### config.mk
export PLATFORM = sky130hd
export DESIGN_NAME = player_mover
export DESIGN_NICKNAME = d
export VERILOG_FILES = /design/src/rtl/game_pkg.sv /design/src/rtl/hop_arc.sv /design/src/rtl/player_mover.sv
export SDC_FILE = /design/constraint.sdc
export NUM_CORES = 1
export LEC_CHECK = 0
export ABC_AREA = 1
export CORE_UTILIZATION = 60
export CTS_CLUSTER_SIZE = 30
export DETAILED_ROUTE_END_ITERATION = 10
export PLACE_DENSITY = 0.82
export SYNTH_ARGS = -nofsm -noshare
export SYNTH_HDL_FRONTEND = slang
export SYNTH_HIERARCHICAL = 1
export SYNTH_SLANG_ARGS = --single-unit
### constraint.sdc
create_clock -name clk -period 6.7 [get_ports clk]
set_input_delay 0.67 -clock clk [delete_from_list [all_inputs] [get_ports clk]]
set_output_delay 0.67 -clock clk [all_outputs]
set_load 0.03 [all_outputs]
### src/rtl/game_pkg.sv
// Shared types and constants for the board-game position controller and renderer glue.
package game_pkg;

  typedef enum logic [1:0] {
    IDLE = 2'd0,
    HOP  = 2'd1,
    LAND = 2'd2,
    DONE = 2'd3
  } mover_state_t;

  typedef logic [3:0] tile_idx_t;
  typedef logic [9:0] pix_t;

  localparam int MAX_STEPS = 6;

  // Dice value 7 has no meaning on the board and is read as the largest roll.
  function automatic logic [2:0] sat_steps(input logic [2:0] raw);
    return (raw > 3'(MAX_STEPS)) ? 3'(MAX_STEPS) : raw;
  endfunction

endpackage

### src/rtl/hop_arc.sv
// Parabolic hop height: offset(f) = (f * (HOP_FRAMES - f)) >> HOP_SHIFT, formed in 12 bits.
module hop_arc
  import game_pkg::*;
#(
  parameter int HOP_FRAMES = 16,
  parameter int HOP_SHIFT  = 1
) (
  input  logic [5:0] f,
  output pix_t       offset
);

  logic [11:0] prod;

  // NOTE: every signal assigned in always_comb gets a default first, so no path leaves it unassigned and no latch is inferred.
  always_comb begin
    prod   = 12'(f) * (12'(HOP_FRAMES) - 12'(f));
    offset = pix_t'(prod >> HOP_SHIFT);
  end

endmodule

### src/rtl/player_mover.sv
// Tile-by-tile hop animator for the player sprite; outputs advance once per frame_tick.
// Optional PLAYER_BOUNCE_EN: overshooting the goal bounces back instead of clamping the roll.
module player_mover
  import game_pkg::*;
#(
  parameter int TILE_W      = 64,
  parameter int NUM_TILES   = 10,
  parameter int START_X     = 32,
  parameter int GROUND_Y    = 360,
  parameter int HOP_FRAMES  = 16,
  parameter int HOP_SHIFT   = 1,
  parameter int LAND_FRAMES = 4
) (
  input  logic       clk,
  input  logic       rst_n,
  input  logic       frame_tick,
  input  logic       move_valid,
  input  logic [2:0] move_steps,
  output logic       move_ready,
  input  logic       home,
  output pix_t       player_x,
  output pix_t       player_y,
  output tile_idx_t  cur_tile,
  output logic       busy,
  output logic       done,
  output logic       at_goal
);

  localparam tile_idx_t GOAL     = tile_idx_t'(NUM_TILES - 1);
  localparam int        HOP_STEP = TILE_W / HOP_FRAMES;

  mover_state_t state;
  logic [5:0]   f;
  logic [5:0]   land_cnt;
  logic [2:0]   steps_left;
  logic         home_pend;
`ifdef PLAYER_BOUNCE_EN
  logic         backward;
`endif

  logic       accept;
  logic [2:0] start_steps;
  logic [5:0] f_next;
  pix_t       arc_off;
  pix_t       hop_dx;
  pix_t       hop_x;
  tile_idx_t  next_tile;

  function automatic pix_t tile_x(input tile_idx_t t);
    return pix_t'(START_X + int'(t) * TILE_W);
  endfunction

  hop_arc #(
    .HOP_FRAMES(HOP_FRAMES),
    .HOP_SHIFT (HOP_SHIFT)
  ) u_arc (
    .f     (f_next),
    .offset(arc_off)
  );

  always_comb begin
    accept = move_valid & move_ready;
    f_next = f + 6'd1;
    hop_dx = pix_t'(int'(f_next) * HOP_STEP);
`ifdef PLAYER_BOUNCE_EN
    start_steps = sat_steps(move_steps);
    next_tile   = backward ? (cur_tile - 4'd1) : (cur_tile + 4'd1);
    hop_x       = backward ? (tile_x(cur_tile) - hop_dx) : (tile_x(cur_tile) + hop_dx);
`else
    // The roll is cut down so the player never walks past the goal tile.
    start_steps = sat_steps(move_steps);
    if ({1'b0, start_steps} > (GOAL - cur_tile)) start_steps = 3'(GOAL - cur_tile);
    next_tile   = cur_tile + 4'd1;
    hop_x       = tile_x(cur_tile) + hop_dx;
`endif
  end

  // NOTE: sequential state uses non-blocking assignments only, so every flop samples pre-edge values.
  always_ff @(posedge clk) begin
    if (!rst_n) begin
      state      <= IDLE;
      f          <= '0;
      land_cnt   <= '0;
      steps_left <= '0;
      home_pend  <= 1'b0;
      cur_tile   <= '0;
      player_x   <= pix_t'(START_X);
      player_y   <= pix_t'(GROUND_Y);
      move_ready <= 1'b1;
      busy       <= 1'b0;
      done       <= 1'b0;
      at_goal    <= 1'b0;
`ifdef PLAYER_BOUNCE_EN
      backward   <= 1'b0;
`endif
    end else begin
      done <= 1'b0;
      unique case (state)
        IDLE: begin
          if (accept) begin
            home_pend <= 1'b0;
            if (start_steps == 3'd0) begin
              done <= 1'b1;
            end else begin
              state      <= HOP;
              busy       <= 1'b1;
              move_ready <= 1'b0;
              steps_left <= start_steps;
              f          <= '0;
`ifdef PLAYER_BOUNCE_EN
              // Standing on the goal, the only legal direction is back down the track.
              backward   <= (cur_tile == GOAL);
`endif
            end
          end else if (frame_tick && (home || home_pend)) begin
            home_pend <= 1'b0;
            cur_tile  <= '0;
            player_x  <= pix_t'(START_X);
            player_y  <= pix_t'(GROUND_Y);
            at_goal   <= 1'b0;
          end else if (home) begin
            home_pend <= 1'b1;
          end
        end

        HOP: begin
          if (frame_tick) begin
            if (f_next == 6'(HOP_FRAMES)) begin
              // Landing snaps x to the tile grid, so no rounding ever accumulates.
              f          <= '0;
              land_cnt   <= '0;
              cur_tile   <= next_tile;
              player_x   <= tile_x(next_tile);
              player_y   <= pix_t'(GROUND_Y);
              steps_left <= steps_left - 3'd1;
              state      <= LAND;
`ifdef PLAYER_BOUNCE_EN
              if (next_tile == GOAL && steps_left != 3'd1) backward <= 1'b1;
`endif
            end else begin
              f        <= f_next;
              player_x <= hop_x;
              player_y <= pix_t'(GROUND_Y) - arc_off;
            end
          end
        end

        LAND: begin
          if (frame_tick) begin
            if (land_cnt == 6'(LAND_FRAMES - 1)) begin
              land_cnt <= '0;
              if (steps_left != 3'd0) begin
                state <= HOP;
              end else begin
                state <= DONE;
                done  <= 1'b1;
              end
            end else begin
              land_cnt <= land_cnt + 6'd1;
            end
          end
        end

        DONE: begin
          state      <= IDLE;
          busy       <= 1'b0;
          move_ready <= 1'b1;
          at_goal    <= (cur_tile == GOAL);
        end

        default: state <= IDLE;
      endcase
    end
  end

endmodule

==> impl_metrics.py, run 1 <==
metrics = {
    "setup_path": {
        "worstPathMaxFanout": 13,
        "crit_family": "adder cells",
        "rr_startpoint": "f[0]$_SDFFE_PN0P_",
        "crit_buf_inv": 4,
        "r2r_cells": 27,
        "path_class": "reg2reg",
        "startpoint_type": "flip-flop",
        "reg2reg_to": "player_y[9]$_SDFFE_PN0P_",
        "cp-end-kind": "flip-flop",
        "crit_required_ns": 6.87,
        "reg2reg_slack_ns": 0.77,
        "crit_path_top_delay_cell": "fa_1",
        "crit_top_cell": "nand2_1",
        "arrival_ns": 6.10,
        "cpPeakStageDelay_ns": 0.54,
    },
    "grt": {
        "grt-ovfl-total": 0,
        "grt_pass1_wl_um": 15200,
        "grt_usage_pct": 25.1,
        "antenna_found_initial": 0,
        "grt_max_degree": 21,
        "grt_pass1_vias": 3418,
    },
    "clock_network": {
        "root_buffer": "clkbuf_8",
        "cts_sinks": 44,
        "cts_hold_buffers": 0,
        "cts_tree": "yes",
        "clk_pin_slew_ns": 0.09,
        "clk_latency_ns": 0.31,
        "post_cts_buffers": 0,
        "htreeDepth": 2,
        "clockBufferDepth": 2,
        "cts_made_buffers": 5,
        "ctsResizeCount": 0,
    },
    "min_path": {
        "hold_depth": 2,
        "hp-class": "reg2reg",
        "worstHoldEndpoint": "player_y[7]$_SDFFE_PN0P_",
        "hold_path.startpoint": "player_y[7]$_SDFFE_PN0P_",
    },
    "yosys": {
        "ys_seq_area_share_pct": 20.4,
        "syn_inst": 632,
        "yosysUniqueCellTypes": 40,
        "syn_area_per_cell_um2": 6.85,
        "syn-cell-area_um2": 4330,
        "synthFlopType": "dfxtp_1",
        "synth_edf_count": 0,
        "async_reset_ff_share_pct": 0,
        "yosys_warnings": 6,
        "ys_ff_latch": 44,
    },
    "sta": {
        "finClkSkew_ns": 0.00736,
        "slew_viol_final": 0,
        "setup_tns_ns": 0,
        "worstMarginPinSlew_ns": 0.726,
        "rsz0062_at_grt": "no",
        "hold_viol_final": 0,
        "period_share_pct": 88.5,
        "slew_headroom_pct": 51.5,
        "finalSetupViolCount": 0,
        "fin_crit_ns": 5.93,
        "max_freq_mhz": 169,
    },
    "run_status": {
        "status": "finished clean",
    },
    "detailed_routing": {
        "drtIter0Drc": 211,
        "wire_per_inst_um": 11.9,
        "detail-route-antenna-nets": 0,
        "totalWireLength_um": 8990,
        "vias_per_cell": 5.15,
        "via_count": 3892,
        "first_pass_iters": 4,
        "drcViolationCount": 0,
    },
    "layout": {
        "layout_common_cells": "nand2_1, inv_1, ha_1",
        "nets": 737,
        "layout_commonest_cell": "nand2_1",
        "area_growth_pct": 11.2,
        "antenna_cells": 0,
        "drive_gt1_share_pct": 8.19,
    },
    "placement": {
        "gp_congestion": 0.882,
        "portBuffers": 33,
        "dp_hpwl_um": 7130,
    },
    "run": {
        "maxCapViolations": 0,
    },
    "floorplan": {
        "core_area_um2": 6870,
        "pin_count": 36,
        "start_util_pct": 63.0,
        "dieWidth_um": 86.9,
        "die-area_um2": 7560,
        "fp-row-count": 30,
        "die_height_um": 86.9,
    },
}
synth_stat cells (2+ instances only):
cell type,n,area (um^2)
a21oi_1,34,170
a21oi_2,3,26.3
a31oi_1,2,12.5
buf_2,5,25.0
buf_4,3,22.5
buf_6,2,22.5
clkbuf_1,6,22.5
clkinv_1,2,7.51
dfxtp_1,44,881
fa_1,21,420
ha_1,50,626
inv_1,111,417
inv_2,11,41.3
nand2_1,148,556
nand2_2,14,87.6
nand2_4,4,45.0
nand3_1,45,225
nand4_1,6,37.5
nor2_1,49,184
nor2_2,2,12.5
nor2_4,5,56.3
nor3_1,6,30.0
nor3b_1,4,30.0
o21ai_0,19,95.1
o21ai_1,8,40.0
o22ai_1,2,12.5
or2_1,2,12.5
or2_2,2,12.5
xnor2_1,3,26.3
xor2_1,9,78.8
cell families (layout without fill, tap and decap cells):
logic type / count (synthesis) / after routing / synth area share, %
and+or+nand+nor: 293 / 293 / 31.3
buffers and inverters: 140 / 166 / 12.9
adders and majority gates: 71 / 71 / 24.2
AOI/OAI and AO/OA: 71 / 71 / 8.76
DFF: 44 / 44 / 20.4
xor gates and xnor gates: 12 / 12 / 2.43
other: 1 / 2 / 0.0866
area by class of cell:
class                   instances  area, um^2
clock buffers                   5        68.8
clock inverters                 3        46.3
fillers                       587        2060
inverters                     124         465
multi-input cells             449        2890
flip-flops and latches         44         881
well taps                      96         120
repair buffers                 34         338
registers in the layout, summed over array words and instances, names as in the netlist:
signal and cells:
f 6, home_pend 1, cur_tile 4, state 2, land_cnt 6, move_ready 1
done 1, steps_left 3, player_x 8, player_y 10, busy 1, at_goal 1
per-stage QoR:
stage / setup slack, ns / hold WS (ns) / area, um^2 / utilization [%] / instances
2_1_floorplan: 1.44 / 0.456 / 4330 / - / 633
3_3_place_gp: 1.16 / 0.453 / 4700 / 68.4 / 747
3_5_place_dp: 0.841 / 0.455 / 4700 / 68.4 / 747
4_1_cts: 0.811 / 0.467 / 4810 / 70.1 / 755
5_1_grt: 0.327 / 0.487 / 4810 / 70.1 / 755
6_report: 0.774 / 0.467 / 4810 / 70.1 / 755
worst max-delay path by stage:
stage / from / end / slack [ns] / cells after the start
floorplan: f[0]$_SDFFE_PN0P_ / player_y[9]$_SDFFE_PN0P_ / 1.44 / 28
global placement: f[0]$_SDFFE_PN0P_ / player_y[9]$_SDFFE_PN0P_ / 1.16 / 27
detailed placement: f[0]$_SDFFE_PN0P_ / player_y[9]$_SDFFE_PN0P_ / 0.84 / 27
CTS: f[0]$_SDFFE_PN0P_ / player_y[9]$_SDFFE_PN0P_ / 0.81 / 27
global route: f[0]$_SDFFE_PN0P_ / player_y[9]$_SDFFE_PN0P_ / 0.33 / 27
finish: f[0]$_SDFFE_PN0P_ / player_y[9]$_SDFFE_PN0P_ / 0.77 / 27
worst reg2reg max path: stages (launching register included):
cell and delay, ns:
dfxtp_1 0.35, ha_1 0.21, nand2_1 0.09, clkinv_1 0.10, nand3_1 0.09, and2_1 0.49, nand2_1 0.11, inv_1 0.11
nor2_1 0.06, ha_1 0.32, inv_1 0.08, nand2_1 0.07, fa_1 0.51, fa_1 0.52, fa_1 0.54, inv_1 0.05
fa_1 0.49, ha_1 0.38, a21oi_1 0.19, nand2_1 0.08, xor2_1 0.33, nand3_1 0.15, nand2_1 0.13, nand3_1 0.07
nand2_1 0.07, nor2_1 0.03, a21oi_1 0.11, nor2_1 0.05
metal layers:
| layer | track usage (%) | wire length, um | share of wire (%) |
|---|---|---|---|
| met4 | 7.58 | 104 | 1.2 |
| met5 | 0 | 0 | 0 |
| met2 | 39.4 | 4050 | 45 |
| met1 | 36.4 | 4500 | 50 |
| met3 | 2.46 | 339 | 3.8 |
Power of run 1 is left out: the tool's default activity adds up to more than one toggle a clock period on the data nets, which glitch-free logic cannot reach.
==> run 2: changes to the inputs <==
GPL_ROUTABILITY_DRIVEN = 0   (was default)
==> run 2 against run 1 <==
Compared with the run above: global-route usage increased by 0.89 points; non-clock buffer count unchanged; die area unchanged; clock skew increased by 0.0059 ns; largest cell class unchanged; utilization unchanged; count of clock-buffer cells in the layout unchanged; maximum frequency increased by 0.53%; sequential share of layout area unchanged; critical path type unchanged; via count increased by 1.7%; setup slack improved by 0.031 ns.
==> impl_metrics.py, run 2 (synthesis gave the netlist of run 1 again) <==
metrics = {
    "setup_path": {
        "crit_family": "adder cells",
        "crit_path_top_delay_cell": "fa_1",
        "crit_top_cell": "nand2_1",
        "path_class": "reg2reg",
        "worstPathMaxFanout": 13,
        "cp-end-kind": "flip-flop",
        "cpPeakStageDelay_ns": 0.54,
        "arrival_ns": 6.06,
        "crit_buf_inv": 4,
        "crit_required_ns": 6.86,
        "startpoint_type": "flip-flop",
    },
    "detailed_routing": {
        "drcViolationCount": 0,
        "first_pass_iters": 5,
        "detail-route-antenna-nets": 0,
        "drtIter0Drc": 342,
        "via_count": 3957,
        "vias_per_cell": 5.24,
        "wire_per_inst_um": 12.1,
        "totalWireLength_um": 9160,
    },
    "layout": {
        "layout_common_cells": "nand2_1, inv_1, ha_1",
        "largest_register_ffs": 10,
        "layout_commonest_cell": "nand2_1",
        "multiInputGateArea_um2": 2890,
        "reg.largest.list": "player_y: 10 flops, player_x: 8 flops",
        "antenna_cells": 0,
        "n_fill_cell": 591,
        "drive_gt1_share_pct": 8.19,
        "area_growth_pct": 11.2,
        "nets": 737,
        "regMostFlops": "player_y",
        "register_area_um2": 881,
    },
    "floorplan": {
        "fp-row-count": 30,
        "die_height_um": 86.9,
        "pin_count": 36,
        "dieWidth_um": 86.9,
        "die-area_um2": 7560,
        "core_area_um2": 6870,
        "start_util_pct": 63.0,
    },
    "clock_network": {
        "htreeDepth": 2,
        "clk_latency_ns": 0.30,
        "cts_hold_buffers": 0,
        "cts_tree": "yes",
        "clk_pin_slew_ns": 0.09,
        "clockBufferDepth": 2,
        "root_buffer": "clkbuf_8",
        "ctsResizeCount": 0,
        "cts_sinks": 44,
        "cts_made_buffers": 5,
        "post_cts_buffers": 0,
    },
    "min_path": {
        "hp-class": "reg2reg",
    },
    "grt": {
        "grt_pass1_vias": 3715,
        "antenna_found_initial": 0,
        "grt_max_degree": 21,
        "grt-ovfl-total": 0,
        "grt_pass1_wl_um": 15900,
        "grt_usage_pct": 26.0,
    },
    "sta": {
        "max_freq_mhz": 170,
        "hold_viol_final": 0,
        "fin_crit_ns": 5.89,
        "worstMarginPinSlew_ns": 0.737,
        "finClkSkew_ns": 0.0132,
        "slew_viol_final": 0,
        "rsz0062_at_grt": "no",
        "period_share_pct": 88.0,
        "setup_tns_ns": 0,
        "slew_headroom_pct": 50.8,
        "finalSetupViolCount": 0,
    },
    "placement": {
        "portBuffers": 33,
        "dp_hpwl_um": 7320,
    },
    "run_status": {
        "status": "finished clean",
    },
    "run": {
        "maxCapViolations": 0,
    },
}
## run 2: cell counts in the layout (fill, tap and decap cells not counted)
No cell type changed its count.
## run 2: cell type report
type,count,share of cell area [%]
clock buffer,5,1.43
clock inverter,3,0.962
inverter,124,9.67
multi-input combinational,449,60.1
sequential,44,18.3
tap,96,2.50
timing repair buffer,34,7.02
## run 2: path summary, 6_finish.rpt
check / from / end / slack (ns) / cells past startpoint
setup / recovery: f[0]$_SDFFE_PN0P_ / player_y[9]$_SDFFE_PN0P_ / 0.81 / 27
hold / removal: player_y[0]$_SDFFE_PN0P_ / player_y[0]$_SDFFE_PN0P_ / 0.47 / 2
setup reg to reg: f[0]$_SDFFE_PN0P_ / player_y[9]$_SDFFE_PN0P_ / 0.81 / 27
hold reg to reg: player_y[0]$_SDFFE_PN0P_ / player_y[0]$_SDFFE_PN0P_ / 0.47 / 2
## run 2: worst register-to-register path, delay by kind of cell, from the launching register on
family          cells  cell delay (ns)
buf+inv             4             0.34
fa+ha+maj           7             2.95
flops               1             0.35
compound gates      2             0.31
simple gates       13             1.50
xor+xnor            1             0.32
## run 2: metrics by stage
stage / worst slack (ns) / utilization (%) / area, um^2 / hold WS (ns) / instances
5_1_grt: 0.276 / 70.1 / 4810 / 0.486 / 755
6_report: 0.805 / 70.1 / 4810 / 0.466 / 755
3_3_place_gp: 1.17 / 68.4 / 4700 / 0.453 / 747
2_1_floorplan: 1.44 / - / 4330 / 0.456 / 633
4_1_cts: 0.826 / 70.1 / 4810 / 0.468 / 755
3_5_place_dp: 0.847 / 68.4 / 4700 / 0.456 / 747
## run 2: metal layers
metal  routed length, um  vias up  GRT usage, %  share of wire, %
met4                  68        0          5.61              0.74
li1                    -     2013             -                 -
met1                4320     1827          34.6                47
met5                   0        -             0                 0
met3                 376        5          2.75               4.1
met2                4390      112          45.5                48
Power of run 2 is left out for the same reason.
